## config.mk

```make
export PLATFORM = sky130hd
export DESIGN_NAME = ram_req_arbiter
export DESIGN_NICKNAME = d
export VERILOG_FILES = /design/src/rtl/ram_req_arbiter.sv
export SDC_FILE = /design/constraint.sdc
export NUM_CORES = 1
export LEC_CHECK = 0
export ABC_AREA = 1
export ABC_CLOCK_PERIOD_IN_PS = 3010
export CAP_MARGIN = 20
export CORE_MARGIN = 8
export CORE_UTILIZATION = 30
export CTS_CLUSTER_DIAMETER = 30
export DETAILED_ROUTE_END_ITERATION = 16
export RECOVER_POWER = 100
export SLEW_MARGIN = 20
export SYNTH_ARGS = -nofsm -noshare
export SYNTH_HDL_FRONTEND = slang
export SYNTH_SLANG_ARGS = --single-unit
```

## constraint.sdc

```tcl
create_clock -name clk -period 3.01 [get_ports clk]
set_input_delay 0.301 -clock clk [delete_from_list [all_inputs] [get_ports clk]]
set_output_delay 0.301 -clock clk [all_outputs]
set_load 0.02 [all_outputs]
```

## src/rtl/ram_req_arbiter.sv

```systemverilog
// Round-robin front-end sharing one NoC port to the RAM node among NREQ requesters,
// with credit-limited issue and tag-FIFO response routing. Define RAM_ARB_STATS_EN for issue/stall counters.
module ram_req_arbiter #(
  parameter int WIDTH      = 8,
  parameter int ADDR_WIDTH = 4,
  parameter int N          = 16,
  parameter int NODE       = 0,
  parameter int RAM_NODE   = 15,
  parameter int NREQ       = 4,
  parameter int CREDITS    = 4
) (
  input  logic                                          clk,
  input  logic                                          rst,
  input  logic [NREQ-1:0]                               req_valid,
  input  logic [NREQ-1:0]                               req_write,
  input  logic [NREQ*ADDR_WIDTH-1:0]                    req_addr,
  input  logic [NREQ*WIDTH-1:0]                         req_data,
  output logic [NREQ-1:0]                               req_ready,
  output logic [NREQ-1:0]                               rsp_valid,
  output logic [WIDTH-1:0]                              rsp_data,
  output logic [WIDTH+ADDR_WIDTH+2+$clog2(N)-1:0]       o_packed_out,
  output logic [$clog2(N)-1:0]                          o_dest_out,
  output logic                                          o_valid_out,
  input  logic                                          o_ready_in,
  input  logic [WIDTH+$clog2(N)-1:0]                    i_packed_in,
  input  logic                                          i_valid_in,
  output logic                                          i_ready_out,
  output logic                                          err_out
`ifdef RAM_ARB_STATS_EN
  ,
  output logic [15:0]                                   stat_issued,
  output logic [15:0]                                   stat_stall
`endif
);

  localparam int N_ADDR_WIDTH = $clog2(N);
  localparam int IDX_W        = $clog2(NREQ);
  localparam int PKT_W        = WIDTH + ADDR_WIDTH + 2 + N_ADDR_WIDTH;
  localparam int IN_W         = WIDTH + N_ADDR_WIDTH;
  localparam int CRD_W        = $clog2(CREDITS + 1);
  localparam int PTR_W        = (CREDITS > 1) ? $clog2(CREDITS) : 1;

  logic [ADDR_WIDTH-1:0] addr_arr [NREQ];
  logic [WIDTH-1:0]      data_arr [NREQ];

  genvar gi;
  generate
    for (gi = 0; gi < NREQ; gi++) begin : g_unpack
      assign addr_arr[gi] = req_addr[gi*ADDR_WIDTH +: ADDR_WIDTH];
      assign data_arr[gi] = req_data[gi*WIDTH +: WIDTH];
    end
  endgenerate

  logic [IDX_W-1:0]  rr_ptr_q, rr_ptr_d;
  logic [CRD_W-1:0]  credits_q, credits_d;
  logic [CRD_W-1:0]  fifo_cnt_q, fifo_cnt_d;
  logic [PTR_W-1:0]  wr_ptr_q, wr_ptr_d;
  logic [PTR_W-1:0]  rd_ptr_q, rd_ptr_d;
  logic [IDX_W-1:0]  tag_mem_q [CREDITS];
  logic              o_valid_q, o_valid_d;
  logic [PKT_W-1:0]  packed_q, packed_d;
  logic [NREQ-1:0]   rsp_valid_q, rsp_valid_d;
  logic [WIDTH-1:0]  rsp_data_q, rsp_data_d;
  logic              err_q, err_d;

  logic              slot_free, tag_full, tag_empty, issue, pop, cons_err;
  logic              grant_found;
  logic [IDX_W-1:0]  grant_idx, cand;
  logic [NREQ-1:0]   grant;

  function automatic logic [PTR_W-1:0] ptr_inc(input logic [PTR_W-1:0] p);
    return (p == PTR_W'(CREDITS - 1)) ? '0 : p + PTR_W'(1);
  endfunction

  // First valid requester at or after rr_ptr, wrapping around.
  always_comb begin
    grant_found = 1'b0;
    grant_idx   = '0;
    cand        = '0;
    for (int k = 0; k < NREQ; k++) begin
      cand = IDX_W'((int'(rr_ptr_q) + k) % NREQ);
      if (!grant_found && req_valid[cand]) begin
        grant_found = 1'b1;
        grant_idx   = cand;
      end
    end
  end

  assign slot_free = !o_valid_q || o_ready_in;
  assign tag_full  = (fifo_cnt_q == CRD_W'(CREDITS));
  assign tag_empty = (fifo_cnt_q == '0);
  // Gated by rst so nothing is offered to requesters while reset is held.
  assign issue     = rst && slot_free && (credits_q != '0) && (|req_valid) && !tag_full;
  assign pop       = i_valid_in && !tag_empty;
  assign cons_err  = rst && (|req_valid) && (credits_q != (CRD_W'(CREDITS) - fifo_cnt_q));
  assign grant     = issue ? (NREQ'(1) << grant_idx) : '0;

  always_comb begin
    rr_ptr_d    = rr_ptr_q;
    credits_d   = credits_q;
    fifo_cnt_d  = fifo_cnt_q;
    wr_ptr_d    = wr_ptr_q;
    rd_ptr_d    = rd_ptr_q;
    o_valid_d   = o_valid_q;
    packed_d    = packed_q;
    rsp_valid_d = '0;
    rsp_data_d  = rsp_data_q;
    err_d       = err_q;

    if (issue) begin
      rr_ptr_d = (grant_idx == IDX_W'(NREQ - 1)) ? '0 : grant_idx + IDX_W'(1);
      wr_ptr_d = ptr_inc(wr_ptr_q);
      packed_d = {req_write[grant_idx] ? data_arr[grant_idx] : {WIDTH{1'b0}},
                  addr_arr[grant_idx],
                  req_write[grant_idx],
                  ~req_write[grant_idx],
                  N_ADDR_WIDTH'(NODE)};
      o_valid_d = 1'b1;
    end else if (o_ready_in) begin
      o_valid_d = 1'b0;
    end

    case ({issue, pop})
      2'b10: begin
        credits_d  = credits_q - CRD_W'(1);
        fifo_cnt_d = fifo_cnt_q + CRD_W'(1);
      end
      2'b01: begin
        credits_d  = credits_q + CRD_W'(1);
        fifo_cnt_d = fifo_cnt_q - CRD_W'(1);
      end
      default: ;
    endcase

    if (pop) begin
      rd_ptr_d    = ptr_inc(rd_ptr_q);
      rsp_valid_d = NREQ'(1) << tag_mem_q[rd_ptr_q];
      rsp_data_d  = i_packed_in[IN_W-1 -: WIDTH];
    end

    // A response with nothing outstanding is dropped and flagged.
    if ((i_valid_in && tag_empty) || cons_err) begin
      err_d = 1'b1;
    end
  end

  always_ff @(posedge clk) begin
    if (!rst) begin
      rr_ptr_q    <= '0;
      credits_q   <= CRD_W'(CREDITS);
      fifo_cnt_q  <= '0;
      wr_ptr_q    <= '0;
      rd_ptr_q    <= '0;
      o_valid_q   <= 1'b0;
      packed_q    <= '0;
      rsp_valid_q <= '0;
      rsp_data_q  <= '0;
      err_q       <= 1'b0;
    end else begin
      rr_ptr_q    <= rr_ptr_d;
      credits_q   <= credits_d;
      fifo_cnt_q  <= fifo_cnt_d;
      wr_ptr_q    <= wr_ptr_d;
      rd_ptr_q    <= rd_ptr_d;
      o_valid_q   <= o_valid_d;
      packed_q    <= packed_d;
      rsp_valid_q <= rsp_valid_d;
      rsp_data_q  <= rsp_data_d;
      err_q       <= err_d;
    end
  end

  // Tag storage needs no reset; the pointers and count define validity.
  always_ff @(posedge clk) begin
    if (issue) begin
      tag_mem_q[wr_ptr_q] <= grant_idx;
    end
  end

`ifdef RAM_ARB_STATS_EN
  logic [15:0] stat_issued_q, stat_issued_d;
  logic [15:0] stat_stall_q, stat_stall_d;

  always_comb begin
    stat_issued_d = stat_issued_q;
    stat_stall_d  = stat_stall_q;
    if (issue && stat_issued_q != 16'hFFFF) begin
      stat_issued_d = stat_issued_q + 16'd1;
    end
    if ((|req_valid) && !issue && stat_stall_q != 16'hFFFF) begin
      stat_stall_d = stat_stall_q + 16'd1;
    end
  end

  always_ff @(posedge clk) begin
    if (!rst) begin
      stat_issued_q <= '0;
      stat_stall_q  <= '0;
    end else begin
      stat_issued_q <= stat_issued_d;
      stat_stall_q  <= stat_stall_d;
    end
  end

  assign stat_issued = stat_issued_q;
  assign stat_stall  = stat_stall_q;
`endif

  logic unused_src;
  assign unused_src = ^i_packed_in[N_ADDR_WIDTH-1:0];

  assign req_ready    = grant;
  assign rsp_valid    = rsp_valid_q;
  assign rsp_data     = rsp_data_q;
  assign o_packed_out = packed_q;
  assign o_valid_out  = o_valid_q;
  assign o_dest_out   = N_ADDR_WIDTH'(RAM_NODE);
  assign i_ready_out  = 1'b1;
  assign err_out      = err_q;

endmodule

```

Word level (Yosys, flattened, before mapping)
Memory sizes are Yosys's and may differ from the RTL's. A register that Yosys moved wholly into a read port is not among the register bits.
Index checks and enable logic that the tools add are counted.
W data, S select, Z words.
- shifts and indexed selects: 2
- order comparisons: 6
- add/sub/neg operators: 11
- eq/ne operators: 7
- bitwise gates (word level): 2
- reductions and logical operators: 25
- muxes and demuxes: 36
- operators with widths (cell ; count):
    $mux W8 ; 3
    $mux W2 ; 9
    $bmux W8 S2 ; 1
    $lt A2 B3 Y1 const B ; 5
    $mux W1 ; 12
    $mux W4 ; 3
    $pmux W3 S2 ; 2
    $logic_and A1 B1 Y1 ; 11
    $bmux W1 S2 ; 5
    $add A2 B1 Y2 const B ; 4
    $bmux W4 S2 ; 1
    $eq A2 B2 Y1 const B ; 4
    $shl A1 B2 Y4 const A ; 2
    $add A3 B1 Y3 const B ; 2
    $logic_not A1 Y1 ; 6
    $sub A3 B1 Y3 const B ; 2
    $add A2 B2 Y2 const B ; 2
    $reduce_bool A2 Y1 ; 2
    $reduce_or A4 Y1 ; 1
    $eq A3 B3 Y1 const B ; 1
    $ge A3 B3 Y1 const B ; 1
    $logic_not A3 Y1 ; 1
    $ne A3 B3 Y1 ; 1
    $not A2 Y3 ; 1
    6 further kinds ; 7
- memories kept: 1
- output and inout port bits: 41
- register bits: 40
- word-level logic and storage cells: 100
- input bits: 72
- bits in writable memories: 8
- memory list (memory ; depth ; width ; read ports ; clocked after memory_dff ; write ports ; line ; RTL):
    tag_mem_q ; 4 ; 2 ; 1 ; 1 ; 1 ; 59 ; logic [IDX_W-1:0] tag_mem_q [CREDITS];

Depth between registers and ports, before layout
Gate-level depths: netlist of run 1.
- depth in word-level cells: 17
- mapped depth: 17
- gate-level depth less buffers: 15

Least setup slack after synthesis of run 1
OpenSTA, ideal clock, no wires.
- path type: register -> register
- start point: register fifo_cnt_q[0]
- end point: register credits_q[1]
- library setup time: 116 ps
- data required time: 2894 ps
- cell stages (with the launch flop): 14
- clock period less this slack: 2646 ps
- path buffers: 1
- arrival: 2530 ps
- setup slack: 364 ps
- cells stage by stage: dfxtp_1 > inv_1 > ha_1 > ha_1 > a21oi_1 > o31ai_1 > nor2_1 > inv_2 > clkbuf_1 > ha_1 > inv_1 > fa_1 > o21ai_0 > nor2_1
- word-level cells in the longest chain between the ends: 5
- elaborated cells on any way between the ends: 10
- ends and longest elaborated chain (what ; line ; RTL):
    start: declaration ; 56 ; logic [CRD_W-1:0] fifo_cnt_q, fifo_cnt_d;
    start signal: assignment ; 162 ; fifo_cnt_q <= fifo_cnt_d;
    $eq A3 B3 Y1 / $logic_not A3 Y1 (equally long branches) ; 90, 91 ;
    $logic_not A1 Y1, on equally long branches ; 93, 94 ;
    $logic_and A1 B1 Y1, on equally long branches ; 93, 94 ;
    $eq A2 B1 Y1 / $eq A2 B2 Y1 (equally long branches) ; 123 ; case ({issue, pop})
    $pmux W3 S2 * ; 123 ;
    via credits_d[1] ; 55 ; logic [CRD_W-1:0] credits_q, credits_d;
    end signal: assignment ; 150 ; credits_q <= CRD_W'(CREDITS);
    end signal: assignment ; 161 ; credits_q <= credits_d;
    end: declaration ; 55 ;
The timed path passes the listed nets; every way through them passes the cells marked *.
A chain may end at the register's enable or synchronous reset.

Worst setup path in the final report of run 1
- start point: register fifo_cnt_q[0]
- end point: output port req_ready[3]
- word-level cells in the longest chain between the ends: 4
- ends and longest elaborated chain (what ; line ; RTL):
    $eq A3 B3 Y1 ; 90 ; assign tag_full = (fifo_cnt_q == CRD_W'(CREDITS));
    $logic_not A1 Y1 ; 93 ; assign issue = rst && slot_free && (credits_q != '0) && (|req_valid) && !tag_full;
    $logic_and A1 B1 Y1 ; 93 ;
    $mux W4 ; 96 ; assign grant = issue ? (NREQ'(1) << grant_idx) : '0;
    end: declaration ; 18 ; output logic [NREQ-1:0] req_ready,
Every way passes these cells.

==> summary.md, run 1 <==
| Metric | Value |
|---|---|
| #FFs+latches synth | 50 |
| Critical Path RT | 2.71 ns |
| Crit path DAT | 2.40 ns |
| H-Tree Depth | 2 |
| Worst path bufs/invs | 4 |
| Delay-heaviest family, CP | buffers and inverters |
| Port buffer count | 99 |
| DR WL/cell | 11.7 um |
| # clock sinks | 50 |
| Number of global-route vias before repair | 2,859 |
| Grt ovf | 0 |
| Root Driver | clkbuf_8 |
| Initial drt markers | 136 |
| Multiplexer area fraction after synthesis | 0% |
| Simple-Gate Fraction of Synth Area | 34.1% |
| CP Max Fanout | 11 |
| Crit end category | primary output |
| Clock tree from TritonCTS | yes |
| Core area | 0.00977 sq mm |
| CP cell instances | inv_1 > ha_1 > ha_1 > a21oi_1 > o31ai_1 > nor2_2 > clkinv_1 > clkbuf_1 > nor2_1 > clkbuf_1 |
| Pwr/cell area | 933 mW/mm^2 |
| Hold Slack | 0.453 ns |
| Synth Area in XOR/XNOR | 1.16% |
| Seq/Total Area, Yosys | 35.9% |
| Leakage power | 0.00203 uW |
| First-pass GRT wire length | 12.8 mm |
| CP startpoint kind | register |
| Max-Cap Viols | 0 |
| Setup Viol. Count Final | 0 |
| Pre-Repair DR Iteration Count | 6 |
| Most common cell after layout, fill and taps aside | nand2_1 |
| Routed Antenna Nets | 0 |
| Die H | 116 um |
| Setup TNS | 0 ns |
| Post-synthesis cell count | 420 |
| Worst vdd ir | 437 uV |
| Synth warnings | 0 |
| Largest net degree at the start of global routing | 20 |
| DRC | 0 |
| Final period utilization | 89.9% |
| Fin. Hold Viols | 0 |
| Initial antenna violation count | 0 |
| Via count | 2,823 |
| Complex-gate fraction of the synthesized area | 7.69% |
| Slowest cell on crit path | dfxtp_1 |
| Layout cells sized above 1 | 8.73% |
| Fmax achieved | 0.370 GHz |
| GPL Wtd Cong | 0.818 |
| Clk slew on worst S/H paths | 0.10 ns |
| Routed WL | 7.70 mm |
| Status | finished clean |
| RSZ-0062 raised after global routing | false |
| Die Span X | 116 um |
| Num CTS Buffers | 5 |
| Nets | 613 |
| Die area | 0.0135 sq mm |
| Synth top area cells | dfxtp_1 28%, nand2_1 13%, nand3_1 8.5% |
| CP Class | register to primary output |
| Syn_area_per_cell | 7.16 sq um |
| Global Route Usage Sum | 11.4% |
| Post-synth top area share | 27.9% |
| Final Skew | 0.0130 ns |
| Vias per inst | 4.28 |
| IO Count | 113 |
| Hold crit path type | register to register |
| Async SR Flop Fraction | 0% |
| Clk_lat worst skew | 0.30 ns |
| Starting Density | 30.8% |
| Most frequent cells in the layout | 103 x nand2_1, 67 x clkdlybuf4s50_1, 63 x inv_1, 51 x nand3_1, 41 x dfxtp_1 |
| Worst slew pin tran | 0.972 ns |
| Final Core Density | 43.0% |
| P&R area growth vs syn | 39.6% |
| Fillers | 1,043 |
| Fin crit period | 2.71 ns |
| Detailed placer's ending HPWL | 6.39 mm |
| Mapped cell area | 0.00301 sq mm |
| Post-synthesis adder-cell area fraction | 6.74% |
| Top cell type by total area after synthesis | dfxtp_1 |
| Max Root-Sink Buffers | 2 |
| Number of synthesized flops with an enable pin | 8 |
| Most used flip-flop cell after synthesis | dfxtp_1 |
| Worst path max stage delay | 0.36 ns |
| Slew Viols, Final | 0 |
| Row cnt | 36 |
| Synth unique cells | 39 |
| Hold_buf cts | 0 |
| Slew headroom | 35.2% |
| N_diodes | 0 |
| Largest family of logic cells by synthesized area | simple AND/OR/NAND/NOR gates |
==> per-stage QoR <==
stage	cell area, sq um	instances	worst slack, ns	power [uW]
3_3_place_gp	4160	652	0.0832	3650
6_report	4200	660	0.304	3920
4_1_cts	4250	660	0.0442	4080
2_1_floorplan	3040	427	0.364	2890
5_1_grt	4200	660	0.0977	4350
3_5_place_dp	4160	652	0.0600	3680
==> where the power goes <==
group / leakage (uW) / internal [uW] / switching, uW
sequential: 0.000421 / 923 / 126
combinational: 0.00156 / 944 / 1540
clock: 0.0000484 / 164 / 224
total: 0.00203 / 2030 / 1890
==> Yosys cell counts, types with 2 or more instances <==
cell type    n
clkinv_1     2
inv_2        4
o21ai_0     20
nand2_4      2
ha_1        13
fa_1         2
conb_1       2
nand2_1    102
edfxtp_1     8
buf_6        3
buf_4       11
inv_1       62
nor2_1      37
nand2_2      6
o31ai_1      2
clkbuf_1     4
nand3_2     10
o21ai_1      2
dfxtp_1     42
xor2_1       3
nand3b_1     2
a21oi_1     11
nand3_1     51
buf_2        4
==> timing repair <==
action,in CTS,in global routing
setup buffers,0,0
setup endpoints to repair,4,4
gates resized for setup,1,4
==> sequential cells by signal, summed over array words and instances, names as in the netlist, 2 cells and up, named ones only <==
register / flops
credits_q: 3
rsp_data: 8
wr_ptr_q: 2
tag_mem_q: 8
rd_ptr_q: 2
rr_ptr_q: 2
rsp_valid: 4
o_packed_out: 14
fifo_cnt_q: 3
==> routing by layer <==
| layer | GRT usage (%) | wire length (um) | vias up | part of all wire, % |
|---|---|---|---|---|
| li1 | - | - | 1513 | - |
| met1 | 13.0 | 3260 | 1234 | 42 |
| met2 | 20.8 | 3870 | 74 | 50 |
| met3 | 3.26 | 572 | 2 | 7.4 |
| met4 | 2.07 | 8 | 0 | 0.10 |
| met5 | 0 | 0 | - | 0 |
==> cells by family (layout without fill, tap and decap cells) <==
family / after synthesis / count (layout)
other: 2 / 9
buffers and inverters: 93 / 193
flip-flops: 50 / 50
AND/OR/NAND/NOR: 216 / 216
adder cells (fa/ha/maj): 15 / 15
XOR/XNOR: 4 / 4
AO/OA/AOI/OAI: 40 / 40
==> worst paths after layout <==
check                                       end  depth (start not counted)  slack [ns]                          start
hold reg to reg   o_packed_out[10]$_SDFFE_PN0P_                          2        0.45  o_packed_out[10]$_SDFFE_PN0P_
hold / removal    o_packed_out[10]$_SDFFE_PN0P_                          2        0.45  o_packed_out[10]$_SDFFE_PN0P_
setup reg to reg       rr_ptr_q[0]$_SDFFE_PN0P_                         11        0.33     fifo_cnt_q[0]$_SDFFE_PN0P_
setup / recovery                   req_ready[3]                         10        0.30     fifo_cnt_q[0]$_SDFFE_PN0P_
==> area by class of cell <==
class | count | area, sq um | area share [%]
repair buffers | 115 | 1060 | 25.3
flip-flops and latches | 50 | 1080 | 25.8
inverters | 70 | 270 | 6.43
well taps | 133 | 166 | 3.96
clock inverters | 3 | 20.0 | 0.477
clock buffers | 5 | 68.8 | 1.64
multi-input cells | 284 | 1530 | 36.4
==> worst min-delay path, delay by kind of cell, from the launching register on <==
kind             cells  cell delay [ns]
and+or+nand+nor      2             0.10
DFF                  1             0.32
Note: power is estimated with default switching activity, not from simulation.
==> inputs of run 2 (changes only) <==
--- a/config.mk
+++ b/config.mk
@@ -8,7 +8,6 @@
 export ABC_AREA = 1
 export ABC_CLOCK_PERIOD_IN_PS = 3010
 export CAP_MARGIN = 20
-export CORE_MARGIN = 8
 export CORE_UTILIZATION = 30
 export CTS_CLUSTER_DIAMETER = 30
 export DETAILED_ROUTE_END_ITERATION = 16
==> run 2 against run 1 <==
Effect of this change:
- core utilization up 0.43 points
- sequential share of layout area down 0.14 points
- non-clock buffer count is 2 lower
- cell area rose by 0.54%
- via count grew 1.1%
- first-iteration DRC count is 43% lower
- clock power up 2%
- critical path depth grew 3
- setup slack better by 0.033 ns
- maximum frequency is 1.2% higher
- routed wire length fell by 11%
- critical path type is now primary input to primary output
==> summary.md, run 2 (same netlist as run 1, synthesis figures left out) <==
| Metric | Value |
|---|---|
| Routed Antenna Nets | 0 (unchanged) |
| Status | finished clean |
| Largest net degree at the start of global routing | 20 (unchanged) |
| Max Root-Sink Buffers | 2 (unchanged) |
| Die Span X | 102 um (-12%) |
| H-Tree Depth | 2 (unchanged) |
| # clock sinks | 50 (unchanged) |
| Most frequent cells in the layout | 103 x nand2_1, 66 x clkdlybuf4s50_1, 63 x inv_1, 51 x nand3_1, 41 x dfxtp_1 |
| Grt peak-use layer | met2 |
| Vias per inst | 4.34 (+1.4%) |
| Nets | 611 (-0.33%) |
| Leakage power | 0.00208 uW (+2.4%) |
| Worst slew pin tran | 0.972 ns (+0.0000212 ns) |
| CP Class | primary input to primary output |
| Final non-filler cell total | 658 (-0.30%) |
| DRC | 0 (unchanged) |
| Core area | 0.00973 sq mm (-0.46%) |
| Pre-Repair DR Iteration Count | 4 (-2) |
| Setup Viol. Count Final | 0 (unchanged) |
| Hold_buf cts | 0 (unchanged) |
| Final period utilization | 88.8% (-1.1 points) |
| Worst-case reg-to-reg path depth | 11 (unchanged) |
| GRT met3 Usage | 3.21% (-0.043 points) |
| N_diodes | 0 (unchanged) |
| Design Area, Final | 0.00422 sq mm (+0.54%) |
| First-pass GRT wire length | 11.8 mm (-8.4%) |
| Min-Delay Path Depth | 2 (unchanged) |
| DR WL/cell | 10.4 um (-11%) |
| Row cnt | 36 (unchanged) |
| Num CTS Buffers | 5 (unchanged) |
| Largest register FFs | 14 (unchanged) |
| RSZ-0062 raised after global routing | false |
| Routed WL | 6.82 mm (-11%) |
| Clk_lat worst skew | 0.31 ns (about the same) |
| Port buffer count | 99 (unchanged) |
| Hold crit path type | register to register |
| Met1 Use GR | 17.1% (+4.1 points) |
| Crit path DAT | 2.37 ns (-0.03 ns) |
| Most common cell after layout, fill and taps aside | nand2_1 |
| Placed inst area | 0.00415 sq mm (-0.36%) |
| Slew Viols, Final | 0 (unchanged) |
| Grt ovf | 0 (unchanged) |
| Worst vdd ir | 355 uV (-19%) |
| Fin. Hold Viols | 0 (unchanged) |
| Root Driver | clkbuf_8 |
| Initial antenna violation count | 0 (unchanged) |
| Clk slew on worst S/H paths | 0.09 ns (about the same) |
| Crit end category | primary output |
| Starting Density | 30.9% (+0.14 points) |
| GPL Wtd Cong | 0.798 (-2.3%) |
| Placed Instances | 650 (-0.31%) |
| Initial drt markers | 77 (-43%) |
| Layout cells sized above 1 | 8.95% (+0.22 points) |
| Die H | 102 um (-12%) |
| Critical Path RT | 2.71 ns (about the same) |
| Final Skew | 0.0113 ns (-0.00174 ns) |
| P&R area growth vs syn | 40.3% |
| Detailed placer's ending HPWL | 5.51 mm (-14%) |
| Pwr/cell area | 931 mW/mm^2 (-0.18%) |
| Global Route Usage Sum | 14.1% (+2.7 points) |
| Fin crit period | 2.67 ns (-0.0326 ns) |
| Number of global-route vias before repair | 2,709 (-5.2%) |
| Fillers | 1,014 (-2.8%) |
| Setup TNS | 0 ns (unchanged) |
| CP startpoint kind | primary input |
| Fmax achieved | 0.374 GHz (+1.2%) |
| Die area | 0.0104 sq mm (-23%) |
| GR Util met2 | 25.2% (+4.4 points) |
| CP Max Fanout | 9 (-2) |
| Via count | 2,855 (+1.1%) |
| Max-Cap Viols | 0 (unchanged) |
| Clock tree from TritonCTS | yes |
| Slew headroom | 35.2% (about the same) |
| IO Count | 113 (unchanged) |
run 2: cell type report:
| type | count | area [sq um] | area share (%) |
|---|---|---|---|
| multi-input cells | 284 | 1530 | 36.2 |
| flip-flops and latches | 50 | 1080 | 25.6 |
| well taps | 133 | 166 | 3.94 |
| inverters | 70 | 270 | 6.40 |
| clock buffers | 5 | 68.8 | 1.63 |
| clock inverters | 3 | 23.8 | 0.563 |
| repair buffers | 113 | 1080 | 25.6 |
run 2: repair_timing:
item                       CTS  global route
gates resized for setup      1             4
hold endpoints to repair     0             0
setup endpoints to repair    3             4
buffers inserted             0             0
run 2: worst max-delay path: stages:
cell and delay (ns):
clkdlybuf4s50_1 0.48, clkinv_1 0.08, o21ai_0 0.23, nand2_1 0.11
nand2_1 0.13, inv_2 0.08, nand2_2 0.11, nand2_4 0.06
nand2_2 0.16, ha_1 0.18, inv_1 0.04, nor2_1 0.15
clkbuf_1 0.26
run 2: per-layer routing:
metal	wire length [um]	vias to the layer above
met5	0	-
met4	50	0
met3	353	6
met2	3430	81
met1	2990	1267
li1	-	1501
run 2: power by group:
group,switching [uW],internal (uW),leakage [uW],total (uW)
registers,125,923,0.000421,1050
clock network,231,166,0.0000408,397
logic,1530,955,0.00162,2490
total,1890,2040,0.00208,3930
run 2: metrics by stage:
step / util, % / total power [uW] / setup slack, ns / hold slack, ns
2_1_floorplan: - / 2890 / 0.364 / 0.436
3_3_place_gp: 42.6 / 3610 / 0.0803 / 0.438
3_5_place_dp: 42.6 / 3670 / 0.0440 / 0.442
4_1_cts: 43.6 / 4080 / 0.0438 / 0.459
5_1_grt: 43.4 / 4380 / 0.144 / 0.470
6_report: 43.4 / 3930 / 0.337 / 0.454
run 2: worst paths after layout:
kind,start,end,slack (ns)
worst max register to register,fifo_cnt_q[0]$_SDFFE_PN0P_,rr_ptr_q[0]$_SDFFE_PN0P_,0.43
worst min-delay path,o_packed_out[10]$_SDFFE_PN0P_,o_packed_out[10]$_SDFFE_PN0P_,0.45
worst max-delay path,req_valid[3],req_ready[3],0.34
worst min register to register,o_packed_out[10]$_SDFFE_PN0P_,o_packed_out[10]$_SDFFE_PN0P_,0.45
